## src/rtl/dw_data_sync_rx_pkg.sv

```systemverilog
// Shared constants and types for the data-synchronizer receive buffer.
package dw_data_sync_rx_pkg;

    localparam int OVF_DROP      = 0;
    localparam int OVF_OVERWRITE = 1;
    localparam int DROP_MAX      = 255;

    typedef struct packed {
        logic push;
        logic pop;
        logic ovf;
        logic rd_adv;
    } fifo_ev_t;

    function automatic int cnt_w(input int depth);
        return $clog2(depth + 1);
    endfunction

endpackage

```

## src/rtl/dw_data_sync_rx_ram.sv

```systemverilog
// Register-array storage: one write port, one async read port, sync clear.
module dw_data_sync_rx_ram #(
    parameter int width = 8,
    parameter int depth = 4
) (
    input  logic                     clk,
    input  logic                     rst,
    input  logic                     clr,
    input  logic                     we,
    input  logic [$clog2(depth)-1:0] waddr,
    input  logic [width-1:0]         wdata,
    input  logic [$clog2(depth)-1:0] raddr,
    output logic [width-1:0]         rdata
);

    logic [width-1:0] mem_q [depth];
    logic [width-1:0] mem_d [depth];

    always_comb begin
        mem_d = mem_q;
        if (clr) begin
            for (int i = 0; i < depth; i++) begin
                mem_d[i] = '0;
            end
        end else if (we) begin
            mem_d[waddr] = wdata;
        end
    end

    always_ff @(posedge clk or posedge rst) begin
        if (rst) begin
            for (int i = 0; i < depth; i++) begin
                mem_q[i] <= '0;
            end
        end else begin
            mem_q <= mem_d;
        end
    end

    assign rdata = mem_q[raddr];

endmodule

```

## src/rtl/dw_data_sync_rx.sv

```systemverilog
// Destination-side FWFT receive buffer with overflow flag and drop counter.
module dw_data_sync_rx
    import dw_data_sync_rx_pkg::*;
#(
    parameter int width    = 8,
    parameter int depth    = 4,
    parameter int ovf_mode = 0
) (
    input  logic                      clk_d,
    input  logic                      rst_d,
    input  logic                      init_d_n,
    input  logic                      data_avail_d,
    input  logic [width-1:0]          data_d,
    input  logic                      pop_d,
    output logic                      valid_d,
    output logic [width-1:0]          data_out,
    output logic [cnt_w(depth)-1:0]   count_d,
    output logic                      full_d,
    output logic                      overflow_d,
    output logic [7:0]                drop_cnt
);

    localparam int AW = $clog2(depth);
    localparam int CW = cnt_w(depth);
    localparam logic [CW-1:0] FULL_CNT = CW'(depth);
    localparam logic [7:0] DROP_SAT = 8'(DROP_MAX);
    localparam bit OVR = (ovf_mode == OVF_OVERWRITE);

    if (depth < 2 || depth > 16 || (depth & (depth - 1)) != 0) begin : g_bad_depth
        $error("dw_data_sync_rx: depth must be a power of 2 in 2..16");
    end
    if (ovf_mode != OVF_DROP && ovf_mode != OVF_OVERWRITE) begin : g_bad_mode
        $error("dw_data_sync_rx: ovf_mode must be 0 or 1");
    end
    if (width < 1 || width > 1024) begin : g_bad_width
        $error("dw_data_sync_rx: width must be in 1..1024");
    end

    logic [AW-1:0] wr_ptr_q, wr_ptr_d;
    logic [AW-1:0] rd_ptr_q, rd_ptr_d;
    logic [CW-1:0] cnt_q, cnt_d;
    logic          ovf_q, ovf_d;
    logic [7:0]    drop_q, drop_d;
    logic          empty;
    logic          full;
    fifo_ev_t      ev;

    assign empty = (cnt_q == '0);
    assign full  = (cnt_q == FULL_CNT);

    // A pop frees a slot on the same edge, so full+push+pop is not an overflow.
    always_comb begin
        ev        = '0;
        ev.pop    = pop_d && !empty;
        ev.ovf    = data_avail_d && full && !ev.pop;
        ev.push   = data_avail_d && (!full || ev.pop || OVR);
        ev.rd_adv = ev.pop || (ev.ovf && OVR);
    end

    always_comb begin
        wr_ptr_d = wr_ptr_q;
        rd_ptr_d = rd_ptr_q;
        cnt_d    = cnt_q;
        ovf_d    = ovf_q;
        drop_d   = drop_q;
        if (!init_d_n) begin
            wr_ptr_d = '0;
            rd_ptr_d = '0;
            cnt_d    = '0;
            ovf_d    = 1'b0;
            drop_d   = '0;
        end else begin
            if (ev.push) begin
                wr_ptr_d = wr_ptr_q + 1'b1;
            end
            if (ev.rd_adv) begin
                rd_ptr_d = rd_ptr_q + 1'b1;
            end
            if (ev.push && !ev.rd_adv) begin
                cnt_d = cnt_q + 1'b1;
            end else if (ev.rd_adv && !ev.push) begin
                cnt_d = cnt_q - 1'b1;
            end
            if (ev.ovf) begin
                ovf_d = 1'b1;
                if (drop_q != DROP_SAT) begin
                    drop_d = drop_q + 1'b1;
                end
            end
        end
    end

    always_ff @(posedge clk_d or posedge rst_d) begin
        if (rst_d) begin
            wr_ptr_q <= '0;
            rd_ptr_q <= '0;
            cnt_q    <= '0;
            ovf_q    <= 1'b0;
            drop_q   <= '0;
        end else begin
            wr_ptr_q <= wr_ptr_d;
            rd_ptr_q <= rd_ptr_d;
            cnt_q    <= cnt_d;
            ovf_q    <= ovf_d;
            drop_q   <= drop_d;
        end
    end

    dw_data_sync_rx_ram #(
        .width (width),
        .depth (depth)
    ) u_ram (
        .clk   (clk_d),
        .rst   (rst_d),
        .clr   (!init_d_n),
        .we    (ev.push && init_d_n),
        .waddr (wr_ptr_q),
        .wdata (data_d),
        .raddr (rd_ptr_q),
        .rdata (data_out)
    );

    assign valid_d    = !empty;
    assign count_d    = cnt_q;
    assign full_d     = full;
    assign overflow_d = ovf_q;
    assign drop_cnt   = drop_q;

endmodule
```

## config.mk

```make
export PLATFORM = sky130hd
export DESIGN_NAME = dw_data_sync_rx
export DESIGN_NICKNAME = d
export VERILOG_FILES = /design/src/rtl/dw_data_sync_rx_pkg.sv /design/src/rtl/dw_data_sync_rx_ram.sv /design/src/rtl/dw_data_sync_rx.sv
export SDC_FILE = /design/constraint.sdc
export NUM_CORES = 1
export LEC_CHECK = 0
export ABC_AREA = 1
export CORE_ASPECT_RATIO = 1.4
export CORE_MARGIN = 4
export CORE_UTILIZATION = 55
export DETAILED_ROUTE_END_ITERATION = 12
export GPL_ROUTABILITY_DRIVEN = 1
export HOLD_SLACK_MARGIN = 0.08
export PLACE_DENSITY = 0.91
export SYNTH_ARGS = -nofsm -noshare
export SYNTH_HDL_FRONTEND = slang
export SYNTH_HIERARCHICAL = 1
export SYNTH_SLANG_ARGS = --single-unit
```

## constraint.sdc

```tcl
create_clock -name clk_d -period 2.4 [get_ports clk_d]
set_input_delay 0.48 -clock clk_d [delete_from_list [all_inputs] [get_ports clk_d]]
set_output_delay 0.48 -clock clk_d [all_outputs]
set_load 0.01 [all_outputs]
```

==> impl_metrics.toml, run 1 <==
[yosys]
synth-edff-count = 0
synth_area_leaders = "dfrtp_1, nand2_1, nand3_1"
synthMostInstantiatedCell = "nand2_1"
synth_top_area_share_pct = 44.0
yosysTopAreaCell = "dfrtp_1"
synthTopCellsByCount = "nand2_1, nand3_1, dfrtp_1"
syn_area_um2 = 2730
seq_area_frac_synth_pct = 44.0
synth-async-reset-ratio_pct = 100
synth_cells = 373
ys_warn_count = 6
syn-num-nets = 388
synth_cell_types = 34
synthFlopType = "dfrtp_1"
synth-seq-cells = 48
avgSynthCellArea_um2 = 7.33

[sta]
rsz0062_at_grt = "false"
setup_viol = 0
worstMarginPinSlew_ns = 0.623
max_freq_mhz = 431
setup_tns_ns = 0
skew_ns = 0.0105
fin_worst_hold_slack_ns = 0.503
relSlewSlack_pct = 58.4
setup_slack_ns = 0.0789
maxSlewViolCount = 0
fin_crit_sh_pct = 96.7
min_period_ns = 2.32
hold_viol = 0

[global_routing]
track_usage_pct = 22.8
grt_overflow = 0
grt_antenna_before_repair = 0
grt_start_max_net_pins = 33
grt_pass1_vias = 2471
grt_pass1_wl_um = 11000

[run_status]
status = "finished clean"

[setup_path]
cp_max_fo = 32
cp-start-kind = "register"
endpoint_kind = "output pin"
cp.required_ns = 1.92
r2r_cells = 10
path_class = "reg -> out"
crit_arrival_ns = 1.84

[detailed_routing]
wl_per_cell_um = 13.4
routed_wl_um = 6340
viasPerCell = 5.23
firstDrtPassIters = 4
met2_length_um = 3340
route.detailed.drc = 0
dr_wl_met3_um = 303
top_layer = "met4"
wl_met1_um = 2560
final_antenna_net_count = 0
drtIter0Drc = 254
vias = 2472

[layout]
drive_gt1_share_pct = 10.5
syn_to_final_growth_pct = 18.0
fillers = 396
final_nets = 423
diodes = 0
final_util_pct = 66.6

[die]
num_rows = 30
core-area_um2 = 4840
dieArea_um2 = 6180
dieWidth_um = 67.6
start_util_pct = 56.4
die_h_um = 91.4
pin_count = 35

[clock_tree]
clockBufferDepth = 2
cts_root_buf = "clkbuf_8"
cts_hold_buf = 0
cts_tree = "yes"
h-tree-depth = 2
numCtsBuffers = 5
insertion_delay_ns = 0.31
clock-sinks = 48
clk_pin_slew_worst_paths_ns = 0.08

[place]
place_congestion = 0.851
portBuffers = 34
hpwl_um = 4430
place_ws_ns = 0.0285

[min_path]
hp-class = "reg -> reg"
hold_depth = 2

[power]
leakagePower_uw = 0.00166
ir_drop_mv = 0.507
powerDensity_nw_per_um2 = 771
p_total_uw = 2490

[job]
drv_cap = 0
## state kept, by name, summed over array words and instances (netlist names)
register	flops
u_ram/mem_q	32
drop_cnt	8
count_d	3
rd_ptr_q	2
wr_ptr_q	2
overflow_d	1
## logic make-up (layout without fill, tap and decap cells)
group | Yosys count | in the layout | share of synthesized area, %
buffers and inverters | 64 | 100 | 10.5
AO/OA/AOI/OAI | 14 | 14 | 3.71
XOR/XNOR | 3 | 3 | 0.962
AND/OR/NAND/NOR | 242 | 242 | 39.7
adder cells (fa/ha/maj) | 2 | 2 | 1.19
flip-flops | 48 | 48 | 44.0
## per-layer routing
metal,global-route usage (%),up-vias
met5,0,-
met4,8.97,0
met3,3.09,15
met2,38.8,74
met1,28.3,1171
li1,-,1212
## stage by stage
stage | cells | area [um^2]
after floorplan | 373 | 2730
after global placement | 465 | 3120
after detailed placement | 465 | 3120
after CTS | 473 | 3220
after global routing | 473 | 3220
final | 473 | 3220
## layout by cell type (no fill, tap or decap), types with 2 or more instances in the layout
cell,count
xnor2_1,2
or2_2,5
clkdlybuf4s50_1,34
o21ai_1,2
inv_1,46
o21ai_2,6
nor2_1,29
nand4_1,2
nand3b_1,3
nand3_2,6
buf_4,4
inv_2,6
nor2_2,2
a21oi_1,2
clkbuf_8,5
or2_0,6
nand3_1,50
dfrtp_1,47
nand2_1,134
## worst max-delay path: stages, from the launching register on
cell and delay [ns]:
dfrtp_2 0.45, buf_12 0.17, or2_2 0.31, nand3_1 0.07
nand2_1 0.07, clkdlybuf4s50_1 0.48
## area by class of cell
| type | count | area [um^2] | area share [%] |
|---|---|---|---|
| timing repair buffer | 39 | 390 | 12.1 |
| multi-input combinational | 261 | 1240 | 38.6 |
| sequential | 48 | 1200 | 37.3 |
| inverter | 53 | 199 | 6.17 |
| tap | 64 | 80.1 | 2.48 |
| clock inverter | 2 | 35.0 | 1.09 |
| clock buffer | 6 | 72.6 | 2.25 |
## power by group
group | total, uW | internal (uW) | switching, uW | leakage, uW
Combinational | 950 | 433 | 517 | 0.000948
Sequential | 954 | 876 | 78.4 | 0.000659
Clock | 582 | 309 | 272 | 0.0000552
Total | 2490 | 1620 | 867 | 0.00166
## what timing repair did
action,4_1_cts,5_1_grt
resized for setup,0,2
buffers inserted,0,0
setup endpoints to repair,0,1
hold endpoints to repair,0,0
## worst paths after layout
| path | startpoint | slack (ns) | to |
|---|---|---|---|
| worst max-delay path | rd_ptr_q[0] | 0.08 | data_out[5] |
| worst min-delay path | u_ram/mem_q[5] | 0.50 | u_ram/mem_q[5] |
| worst max register to register | count_d[0] | 0.39 | u_ram/mem_q[6] |
| worst min register to register | u_ram/mem_q[5] | 0.50 | u_ram/mem_q[5] |
| max in group asynchronous | rst_d | 1.37 | rd_ptr_q[0] |
| min in group asynchronous | rst_d | 0.57 | drop_cnt[2] |
No activity file was read; power rests on OpenSTA's default activity.
==> inputs of run 2 (changes only) <==
- CTS_CLUSTER_SIZE: default -> 10
- clock period: 2.4 -> 2.5 ns (I/O delays scaled with it)
==> run 2 against run 1 <==
  * Worst setup slack gained 0.0096 ns
  * Via count is 0.24% higher
  * Count of clock-buffer cells in the layout down 1
  * Clock skew is essentially flat
==> impl_metrics.toml, run 2 (synthesis gave the netlist of run 1 again) <==
[run_status]
status = "finished clean"

[die]
pin_count = 35
start_util_pct = 56.4
dieArea_um2 = 6180
num_rows = 30
dieWidth_um = 67.6
die_h_um = 91.4
core-area_um2 = 4840

[detailed_routing]
firstDrtPassIters = 5
vias = 2478
final_antenna_net_count = 0
route.detailed.drc = 0
wl_per_cell_um = 13.3
viasPerCell = 5.19
routed_wl_um = 6330
drtIter0Drc = 165

[global_routing]
track_usage_pct = 22.9
grt_start_max_net_pins = 33
grt_pass1_vias = 2590
grt_antenna_before_repair = 0
grt_overflow = 0
grt_pass1_wl_um = 10900

[place]
place_ws_ns = 0.112
place_congestion = 0.825
portBuffers = 34
hpwl_um = 4430

[power]
powerDensity_nw_per_um2 = 719
ir_drop_mv = 0.613
leakagePower_uw = 0.00167

[layout]
syn_to_final_growth_pct = 18.2
final_util_pct = 66.7
largest_reg_flops = 32
fillers = 419
final_common_cell = "nand2_1"
final_nets = 427
diodes = 0
layout_common_cells = "nand2_1, nand3_1, inv_1, dfrtp_1, clkdlybuf4s50_1"
drive_gt1_share_pct = 11.4
top_register = "u_ram/mem_q"

[clock_tree]
insertion_delay_ns = 0.31
clk_pin_slew_worst_paths_ns = 0.09
numCtsBuffers = 5
cts_root_buf = "clkbuf_8"
clockBufferDepth = 2
h-tree-depth = 2
clock-sinks = 48
cts_tree = "yes"

[setup_path]
r2r_cells = 10
crit_arrival_ns = 1.91
endpoint_kind = "output pin"
cp.required_ns = 2.00
cp-start-kind = "register"
cp_max_fo = 15
path_class = "reg -> out"

[sta]
hold_viol = 0
fin_worst_hold_slack_ns = 0.505
skew_ns = 0.0105
max_freq_mhz = 415
setup_slack_ns = 0.0885
worstMarginPinSlew_ns = 0.610
setup_tns_ns = 0
rsz0062_at_grt = "false"
maxSlewViolCount = 0
fin_crit_sh_pct = 96.5
setup_viol = 0
relSlewSlack_pct = 59.3
min_period_ns = 2.41

[min_path]
hp-class = "reg -> reg"
hold_depth = 2

[job]
drv_cap = 0
[run 2: changes by cell type in the layout (fill, tap and decap cells not counted), sizes merged]
cell      previous run  this run
clkbuf               6         5
clkinvlp             0         2
buf                  5         9
bufinv               1         0
[run 2: power breakdown]
part	leakage [uW]	internal (uW)	switching [uW]	total, uW
sequential	0.000659	843	90.4	934
combinational	0.000967	431	486	917
clock	0.0000404	198	274	473
[run 2: what timing repair did]
item,CTS,global route
gates cloned,0,0
setup buffers,0,4
gates resized for setup,1,1
hold buffers,0,0
endpoints found under the setup margin,4,4
[run 2: worst max-delay path: stages (launching register included)]
cell and delay, ns:
dfrtp_1 0.42, inv_1 0.40, nand3_1 0.13, nand2_1 0.12, clkdlybuf4s50_1 0.54
[run 2: worst paths after layout]
path,startpoint,endpoint,slack (ns)
min reg2reg,u_ram/mem_q[31],u_ram/mem_q[31],0.51
min in group asynchronous,rst_d,drop_cnt[2],0.59
max,rd_ptr_q[1],data_out[3],0.09
max reg2reg,count_d[1],u_ram/mem_q[7],0.54
max in group asynchronous,rst_d,rd_ptr_q[0],1.45
min,u_ram/mem_q[31],u_ram/mem_q[31],0.51
[run 2: cell type report]
class                           instances  area (um^2)  area share [%]
Clock inverter                          3         23.8           0.736
Timing Repair Buffer                   43          408            12.6
Multi-Input combinational cell        261         1240            38.6
Tap cell                               64         80.1            2.48
Inverter                               53          199            6.16
Clock buffer                            5         68.8            2.13
Sequential cell                        48         1200            37.3
[run 2: per-stage QoR]
stage	area, um^2	cells	power, uW
6_report	3230	477	2320
5_1_grt	3230	477	2500
4_1_cts	3200	473	2310
3_5_place_dp	3100	465	1820
3_3_place_gp	3100	465	1790
2_1_floorplan	2730	373	1470
[run 2: layer usage]
layer	vias up	track usage (%)	share of wire [%]
met5	-	0	0
li1	1221	-	-
met1	1174	25.2	39
met3	15	3.96	3.9
met4	0	11.5	3.0
met2	68	40.4	54
